==> config.mk <==
export PLATFORM = sky130hd
export DESIGN_NAME = ps2_rx_fifo_flat
export DESIGN_NICKNAME = d
export VERILOG_FILES = /design/src/rtl/ps2_pkg.sv /design/src/rtl/ps2_rx_fifo_if.sv /design/src/rtl/sync_fifo.sv /design/src/rtl/ps2_rx_fifo.sv /design/src/flat_wrapper.sv
export SDC_FILE = /design/constraint.sdc
export NUM_CORES = 1
export LEC_CHECK = 0
export BUFFER_PORTS_ARGS = -buffer_cell sky130_fd_sc_hd__buf_2
export CAP_MARGIN = 20
export CORE_ASPECT_RATIO = 1.25
export CORE_MARGIN = 4
export CORE_UTILIZATION = 46
export CTS_BUF_LIST = sky130_fd_sc_hd__clkbuf_8 sky130_fd_sc_hd__clkbuf_16
export CTS_CLUSTER_DIAMETER = 30
export DETAILED_ROUTE_END_ITERATION = 12
export GPL_ROUTABILITY_DRIVEN = 0
export SYNTH_ARGS = -nofsm -noshare
export SYNTH_HDL_FRONTEND = slang
export SYNTH_HIERARCHICAL = 1
export SYNTH_SLANG_ARGS = --single-unit
export TNS_END_PERCENT = 30
==> constraint.sdc <==
create_clock -name clk -period 6.3 [get_ports clk]
set_input_delay 0.315 -clock clk [delete_from_list [all_inputs] [get_ports clk]]
set_output_delay 0.315 -clock clk [all_outputs]
set_load 0.02 [all_outputs]
==> src/rtl/ps2_pkg.sv <==
// Shared PS/2 receiver types: frame states, prefix bytes, event field layout.
// Latency: n/a (declarations only).
// Backpressure: n/a.
package ps2_pkg;

   typedef enum logic [1:0] {IDLE, DATA, PARITY, STOP} frame_state_e;

   localparam logic [7:0] PS2_EXT = 8'hE0;
   localparam logic [7:0] PS2_BRK = 8'hF0;

   localparam int EV_CODE_LSB = 0;
   localparam int EV_EXT      = 8;
   localparam int EV_BRK      = 9;
   localparam int EV_W        = 16;

   // PS/2 uses odd parity over the 8 data bits plus the parity bit
   function automatic logic odd_parity_ok(input logic [7:0] b, input logic p);
      return ^{b, p};
   endfunction

endpackage

==> src/rtl/ps2_rx_fifo_if.sv <==
// Event-side bus between the PS/2 receiver and the peripheral bus slave.
// Latency: n/a (wires only).
// Backpressure: consumer pops the show-ahead head event via pop while ev_valid.
interface ps2_rx_fifo_if #(
   parameter int DEPTH_LOG2 = 4
);
   import ps2_pkg::*;

   logic                  pop;
   logic                  clr_status;
   logic                  ev_valid;
   logic [EV_W-1:0]       ev_data;
   logic [DEPTH_LOG2:0]   ev_count;
   logic                  overflow;
   logic [7:0]            err_cnt;

   // receiver side
   modport slave (
      input  pop, clr_status,
      output ev_valid, ev_data, ev_count, overflow, err_cnt
   );

   // bus slave / consumer side
   modport master (
      output pop, clr_status,
      input  ev_valid, ev_data, ev_count, overflow, err_cnt
   );

endinterface

==> src/rtl/sync_fifo.sv <==
// Generic single-clock show-ahead FIFO with occupancy count and drop flag.
// Latency: write visible at rd_dat/rd_vld/count one clk after wr_vld.
// Backpressure: writes to a full FIFO are dropped (drop pulses) unless a read frees a slot that cycle.
module sync_fifo #(
   parameter int WIDTH      = 16,
   parameter int DEPTH_LOG2 = 4
) (
   input  logic                  clk,
   input  logic                  rst,
   input  logic                  wr_vld,
   input  logic [WIDTH-1:0]      wr_dat,
   input  logic                  rd_rdy,
   output logic                  rd_vld,
   output logic [WIDTH-1:0]      rd_dat,
   output logic [DEPTH_LOG2:0]   count,
   output logic                  drop
);

   localparam int DEPTH = 1 << DEPTH_LOG2;
   localparam logic [DEPTH_LOG2:0] FULL_CNT = {1'b1, {DEPTH_LOG2{1'b0}}};

   logic [WIDTH-1:0]      mem_q [DEPTH];
   logic [DEPTH_LOG2-1:0] wr_ptr_q, wr_ptr_d;
   logic [DEPTH_LOG2-1:0] rd_ptr_q, rd_ptr_d;
   logic [DEPTH_LOG2:0]   count_q, count_d;
   logic                  do_wr, do_rd;

   // Accept/refuse decisions and next pointer/count values
   always_comb begin
      do_rd    = rd_rdy && (count_q != '0);
      // a simultaneous read frees the slot, so a full FIFO can still take the write
      do_wr    = wr_vld && ((count_q != FULL_CNT) || do_rd);
      drop     = wr_vld && !do_wr;
      wr_ptr_d = wr_ptr_q;
      rd_ptr_d = rd_ptr_q;
      count_d  = count_q;
      if (do_wr) wr_ptr_d = wr_ptr_q + 1'b1;
      if (do_rd) rd_ptr_d = rd_ptr_q + 1'b1;
      if (do_wr && !do_rd) count_d = count_q + 1'b1;
      if (do_rd && !do_wr) count_d = count_q - 1'b1;
   end

   // Pointer and count registers
   always_ff @(posedge clk) begin
      if (rst) begin
         wr_ptr_q <= '0;
         rd_ptr_q <= '0;
         count_q  <= '0;
      end else begin
         wr_ptr_q <= wr_ptr_d;
         rd_ptr_q <= rd_ptr_d;
         count_q  <= count_d;
      end
   end

   // Storage is deliberately not reset; count gates what is visible
   always_ff @(posedge clk) begin
      if (do_wr) mem_q[wr_ptr_q] <= wr_dat;
   end

   assign rd_vld = (count_q != '0);
   assign rd_dat = rd_vld ? mem_q[rd_ptr_q] : '0;
   assign count  = count_q;

endmodule

==> src/rtl/ps2_rx_fifo.sv <==
// PS/2 receiver: deglitch pins, frame bytes, fold E0/F0 prefixes, queue key events.
// Latency: about FILTER_LEN+5 clk from the stop-bit pin fall to ev_valid.
// Backpressure: none toward the keyboard; events meeting a full FIFO are dropped and flagged.
module ps2_rx_fifo
   import ps2_pkg::*;
#(
   parameter int DEPTH_LOG2  = 4,
   parameter int FILTER_LEN  = 4,
   parameter int TIMEOUT_CYC = 50000,
   parameter int DECODE      = 1
) (
   input  logic          clk,
   input  logic          rst,
   input  logic          ps2_clk,
   input  logic          ps2_data,
   ps2_rx_fifo_if.slave  ev_if
);

   localparam int FCW = (FILTER_LEN > 1) ? $clog2(FILTER_LEN) : 1;
   localparam int WDW = $clog2(TIMEOUT_CYC + 1);

   logic [1:0]      clk_sync_q, clk_sync_d;
   logic [1:0]      dat_sync_q, dat_sync_d;
   logic            filt_q, filt_d;
   logic [FCW-1:0]  flt_cnt_q, flt_cnt_d;
   logic            fall, dat_s;

   frame_state_e    state_q, state_d;
   logic [2:0]      bitcnt_q, bitcnt_d;
   logic [7:0]      shift_q, shift_d;
   logic            par_q, par_d;
   logic            byte_vld_q, byte_vld_d;
   logic [WDW-1:0]  wd_q, wd_d;
   logic            frame_err;

   logic            ext_q, ext_d;
   logic            brk_q, brk_d;
   logic            push_q, push_d;
   logic [EV_W-1:0] push_dat_q, push_dat_d;
   logic            ovf_q, ovf_d;
   logic [7:0]      err_cnt_q, err_cnt_d;
   logic            fifo_drop;

   // Synchronise both pins, then require FILTER_LEN agreeing samples before the clock moves
   always_comb begin
      clk_sync_d = {clk_sync_q[0], ps2_clk};
      dat_sync_d = {dat_sync_q[0], ps2_data};
      filt_d     = filt_q;
      flt_cnt_d  = '0;
      if (clk_sync_q[1] != filt_q) begin
         if (flt_cnt_q == FCW'(FILTER_LEN - 1)) filt_d = clk_sync_q[1];
         else flt_cnt_d = flt_cnt_q + 1'b1;
      end
      fall  = filt_q && !filt_d;
      dat_s = dat_sync_q[1];
   end

   // Frame state machine stepped by filtered falling edges, with a stall watchdog
   always_comb begin
      state_d    = state_q;
      bitcnt_d   = bitcnt_q;
      shift_d    = shift_q;
      par_d      = par_q;
      byte_vld_d = 1'b0;
      frame_err  = 1'b0;
      wd_d       = (state_q == IDLE || fall) ? '0 : wd_q + 1'b1;
      if (fall) begin
         unique case (state_q)
            IDLE: begin
               if (!dat_s) begin
                  state_d  = DATA;
                  bitcnt_d = '0;
               end
            end
            DATA: begin
               shift_d  = {dat_s, shift_q[7:1]};
               bitcnt_d = bitcnt_q + 1'b1;
               if (bitcnt_q == 3'd7) state_d = PARITY;
            end
            PARITY: begin
               par_d   = dat_s;
               state_d = STOP;
            end
            STOP: begin
               if (dat_s && odd_parity_ok(shift_q, par_q)) byte_vld_d = 1'b1;
               else frame_err = 1'b1;
               state_d = IDLE;
            end
            default: state_d = IDLE;
         endcase
      end else if (state_q != IDLE && wd_q == WDW'(TIMEOUT_CYC)) begin
         // keyboard stopped clocking mid-frame: drop the partial byte
         state_d   = IDLE;
         frame_err = 1'b1;
      end
   end

   // Prefix decoder builds the event; sticky status follows with clear-vs-new-event priority
   always_comb begin
      ext_d      = ext_q;
      brk_d      = brk_q;
      push_d     = 1'b0;
      push_dat_d = push_dat_q;
      if (byte_vld_q) begin
         if (DECODE != 0) begin
            if (shift_q == PS2_EXT) begin
               ext_d = 1'b1;
            end else if (shift_q == PS2_BRK) begin
               brk_d = 1'b1;
            end else begin
               push_d                           = 1'b1;
               push_dat_d                       = '0;
               push_dat_d[EV_CODE_LSB +: 8]     = shift_q;
               push_dat_d[EV_EXT]               = ext_q;
               push_dat_d[EV_BRK]               = brk_q;
               ext_d                            = 1'b0;
               brk_d                            = 1'b0;
            end
         end else begin
            push_d     = 1'b1;
            push_dat_d = {8'h00, shift_q};
         end
      end

      if (ev_if.clr_status) begin
         ovf_d     = fifo_drop;
         err_cnt_d = frame_err ? 8'd1 : 8'd0;
      end else begin
         ovf_d     = ovf_q || fifo_drop;
         err_cnt_d = (frame_err && err_cnt_q != 8'hFF) ? err_cnt_q + 1'b1 : err_cnt_q;
      end
   end

   // All receiver state; pins idle high so sync and filter reset to 1
   always_ff @(posedge clk) begin
      if (rst) begin
         clk_sync_q <= 2'b11;
         dat_sync_q <= 2'b11;
         filt_q     <= 1'b1;
         flt_cnt_q  <= '0;
         state_q    <= IDLE;
         bitcnt_q   <= '0;
         shift_q    <= '0;
         par_q      <= 1'b0;
         byte_vld_q <= 1'b0;
         wd_q       <= '0;
         ext_q      <= 1'b0;
         brk_q      <= 1'b0;
         push_q     <= 1'b0;
         push_dat_q <= '0;
         ovf_q      <= 1'b0;
         err_cnt_q  <= '0;
      end else begin
         clk_sync_q <= clk_sync_d;
         dat_sync_q <= dat_sync_d;
         filt_q     <= filt_d;
         flt_cnt_q  <= flt_cnt_d;
         state_q    <= state_d;
         bitcnt_q   <= bitcnt_d;
         shift_q    <= shift_d;
         par_q      <= par_d;
         byte_vld_q <= byte_vld_d;
         wd_q       <= wd_d;
         ext_q      <= ext_d;
         brk_q      <= brk_d;
         push_q     <= push_d;
         push_dat_q <= push_dat_d;
         ovf_q      <= ovf_d;
         err_cnt_q  <= err_cnt_d;
      end
   end

   sync_fifo #(
      .WIDTH      (EV_W),
      .DEPTH_LOG2 (DEPTH_LOG2)
   ) u_fifo (
      .clk    (clk),
      .rst    (rst),
      .wr_vld (push_q),
      .wr_dat (push_dat_q),
      .rd_rdy (ev_if.pop),
      .rd_vld (ev_if.ev_valid),
      .rd_dat (ev_if.ev_data),
      .count  (ev_if.ev_count),
      .drop   (fifo_drop)
   );

   assign ev_if.overflow = ovf_q;
   assign ev_if.err_cnt  = err_cnt_q;

endmodule

==> src/flat_wrapper.sv <==
// flat-port wrapper written by rule: the top's interface ports become plain ports
module ps2_rx_fifo_flat import ps2_pkg::*;
#(
   parameter int DEPTH_LOG2  = 4,
   parameter int FILTER_LEN  = 4,
   parameter int TIMEOUT_CYC = 50000,
   parameter int DECODE      = 1
)
  (clk, rst, ps2_clk, ps2_data, ev_if_pop, ev_if_clr_status, ev_if_ev_valid, ev_if_ev_data, ev_if_ev_count, ev_if_overflow, ev_if_err_cnt);
  ps2_rx_fifo_if #(.DEPTH_LOG2(DEPTH_LOG2)) ev_if_i ();
  input  logic clk;
  input  logic rst;
  input  logic ps2_clk;
  input  logic ps2_data;
  input wire logic [$bits(ev_if_i.pop)-1:0] ev_if_pop;
  input wire logic [$bits(ev_if_i.clr_status)-1:0] ev_if_clr_status;
  output wire logic [$bits(ev_if_i.ev_valid)-1:0] ev_if_ev_valid;
  output wire logic [$bits(ev_if_i.ev_data)-1:0] ev_if_ev_data;
  output wire logic [$bits(ev_if_i.ev_count)-1:0] ev_if_ev_count;
  output wire logic [$bits(ev_if_i.overflow)-1:0] ev_if_overflow;
  output wire logic [$bits(ev_if_i.err_cnt)-1:0] ev_if_err_cnt;
  assign ev_if_i.pop = ev_if_pop;
  assign ev_if_i.clr_status = ev_if_clr_status;
  assign ev_if_ev_valid = ev_if_i.ev_valid;
  assign ev_if_ev_data = ev_if_i.ev_data;
  assign ev_if_ev_count = ev_if_i.ev_count;
  assign ev_if_overflow = ev_if_i.overflow;
  assign ev_if_err_cnt = ev_if_i.err_cnt;
  ps2_rx_fifo #(.DEPTH_LOG2(DEPTH_LOG2), .FILTER_LEN(FILTER_LEN), .TIMEOUT_CYC(TIMEOUT_CYC), .DECODE(DECODE)) u_core (.clk(clk), .rst(rst), .ps2_clk(ps2_clk), .ps2_data(ps2_data), .ev_if(ev_if_i));
endmodule
==> impl_metrics.yaml <==
cts:
  cts_buffers: 57
  clock-sinks: 333
  ctsHtreeMaxLevel: 2
  clockBufferDepth: 3
  clk_pin_slew_ns: 0.05
  cts_tree: "done"
  clkLatencyLatePin_ns: 0.57
  cts-root-buf: "clkbuf_16"
  postCtsSetupRepairBufs: 0
sta:
  post-route-period-util: 0.563
  finalSetupViolations: 0
  fmax_mhz: 282
  fin_skew_ns: 0.0126
  timing.setup.tns_ns: 0
  hold_slack_ns: 0.0997
  relSlewSlack: 0.333
  tightestPinTransition_ns: 1.00
  final_max_slew_viol_count: 0
  hold_viol_final: 0
  rsz0062_at_grt: "false"
  finalCriticalPeriod_ns: 3.55
global_routing:
  grt-ovfl-total: 0
  first_global_vias: 7759
  grt_use_total: 0.177
  antenna_found_initial: 0
  grt_max_degree: 59
  grt_pass1_wl_um: 43500
detailed_routing:
  drc: 0
  vias: 7418
  firstDrtPassIters: 4
  routedWlPerCell_um: 19.3
  drt_wl_total_um: 27400
  viasPerCell: 5.22
  ant_nets: 0
  drtIter0Drc: 436
worst_setup_path:
  crit_type: "flip-flop to output pin"
  path_max_fanout: 40
  max_stage_delay_ns: 0.65
  cp.arrival_ns: 3.23
  ff2ff_setup_slack_ns: 3.36
  crit_buf_inv: 2
  cp_slowest_cell: "buf_4"
  cp-end-kind: "output pin"
  path_cells: "buf_4, mux4_2, mux2_2, nand2_1, o221ai_1, buf_2"
  required_ns: 5.98
  worstSetupStartpointType: "flip-flop"
  cpLargestDelayFamily: "buffers and inverters"
power_and_ir_drop:
  p_sw_uw: 1770
  powerDensity_nw_per_um2: 405
  clkPwrFrac: 0.476
  p_int_uw: 4870
  seqPwrFrac: 0.376
  combPwrFrac: 0.148
  switching_share: 0.266
  ir_worst_vdd_uv: 305
  power_leakage_uw: 0.00582
flow_run:
  maxCapViolations: 0
cells_and_area:
  fin_cells: 1422
  antenna_cells: 0
  stdcell_area_um2: 16400
  fillCellCount: 2227
  synthToLayoutAreaGrowth_pct: 22.9
  nNetsFinal: 1044
  final_layout_size_suffix_gt1_frac: 0.236
  utilization: 0.575
yosys:
  synth_area_per_cell_um2: 15.9
  ys_seq_elements: 333
  ys_async_sr_fraction: 0
  synth_top_cell_by_area: "edfxtp_1"
  synth_edf_count: 256
  synth_commonest_cells: "256 x edfxtp_1, 77 x dfxtp_1, 72 x nand2_1"
  synth_ff_type: "edfxtp_1"
  syn_area_um2: 13300
  synth_area_leaders: "edfxtp_1 58%, dfxtp_1 12%, mux4_2 11%"
  synth_top_area_share: 0.576
  seq_area_frac_synth: 0.692
  ys.warnings.count: 6
  post-synth-top-count-cell: "edfxtp_1"
  synthCells: 841
  synth.distinct_cells: 60
hold_path:
  min_path_type: "input port to flip-flop"
placed_design:
  placed_area_um2: 14400
  portBuffers: 36
  dp_cells: 1312
  hpwl_um: 15900
floorplanning:
  core_um2: 28500
  start_util: 0.468
  die_height_um: 198
  rows: 69
  die_area_um2: 31800
  die_width_um: 160
  io_pins: 37
status:
  outcome: "finished clean"
## layout make-up
cell class                      instances  area, um2  share of cell area
Clock buffer                           59       1480              0.0901
Timing Repair Buffer                   58        350              0.0214
Inverter                               48        180              0.0110
Sequential cell                       333       9240               0.563
Clock inverter                         49        546              0.0333
Tap cell                              355        444              0.0271
Multi-Input combinational cell        520       4160               0.254
## per-layer routing
metal  vias up  share of wire  global-route usage  wire length, um
met1      3698           0.40               0.214            11000
met3        51          0.051              0.0369             1390
met5         -              0                   0                0
met4         0          0.023              0.0593              641
li1       3498              -                   -                -
met2       171           0.52               0.320            14300
## placed cells by master (no fill, tap or decap), drive strengths merged, types with 19 or more instances in the layout
master	instances
dfxtp	77
inv	58
clkbuf	59
conb	96
nand2	72
edfxtp	256
clkinv	19
nor2	48
buf	56
nand3	19
mux4	64
ha	19
a21oi	39
## what timing repair did
action,4_1_cts,5_1_grt
setup endpoints to repair,0,0
hold endpoints to repair,2,0
gates resized for setup,0,0
hold buffers,2,0
## sequential cells by signal (all words and copies together), names as in the netlist, 3 cells and up, named ones only
name	flops
u_core/bitcnt_q	3
u_core/wd_q	16
u_core/shift_q	8
u_core/u_fifo/rd_ptr_q	4
u_core/ev_if.err_cnt	8
u_core/u_fifo/mem_q	256
u_core/u_fifo/wr_ptr_q	4
u_core/push_dat_q	10
u_core/u_fifo/count	5
## final timing paths
check	depth (start not counted)	endpoint	from
max	6	ev_if_ev_data[4]	flip-flop
min	3	u_core/ev_if.err_cnt[6]	ev_if_clr_status
max reg2reg	8	u_core/u_fifo/count[4]	u_core/u_fifo/count[0]
min reg2reg	1	u_core/clk_sync_q[1]	u_core/clk_sync_q[0]
## cell families (layout without fill, tap and decap cells)
family,count (synthesis),count (layout),share of synthesized area
xor gates and xnor gates,27,27,0.0188
AOI/OAI and AO/OA,93,93,0.0485
adders and majority gates,20,20,0.0193
muxes,83,83,0.124
and+or+nand+nor,201,201,0.0723
DFF,333,333,0.692
buffers and inverters,83,214,0.0253
other,1,96,0.000281
## metrics by stage
step,total power [uW],setup WS (ns)
5_1_grt,6930,2.51
3_5_place_dp,3540,3.28
3_3_place_gp,3540,3.25
2_1_floorplan,3220,3.57
6_report,6640,2.75
4_1_cts,6730,2.67
## worst min-delay path, stage by stage
cell	delay (ns)
buf_2	0.12
or3_1	0.11
mux2i_1	0.06
## power groups by stage
stage	clock [uW]	combinational, uW	sequential, uW
finish	3160	986	2500
global placement	0	989	2550
floorplan	0	765	2460
CTS	3230	998	2500
detailed placement	0	992	2550
global route	3350	1070	2520
Note: power is estimated with default switching activity, not from simulation.
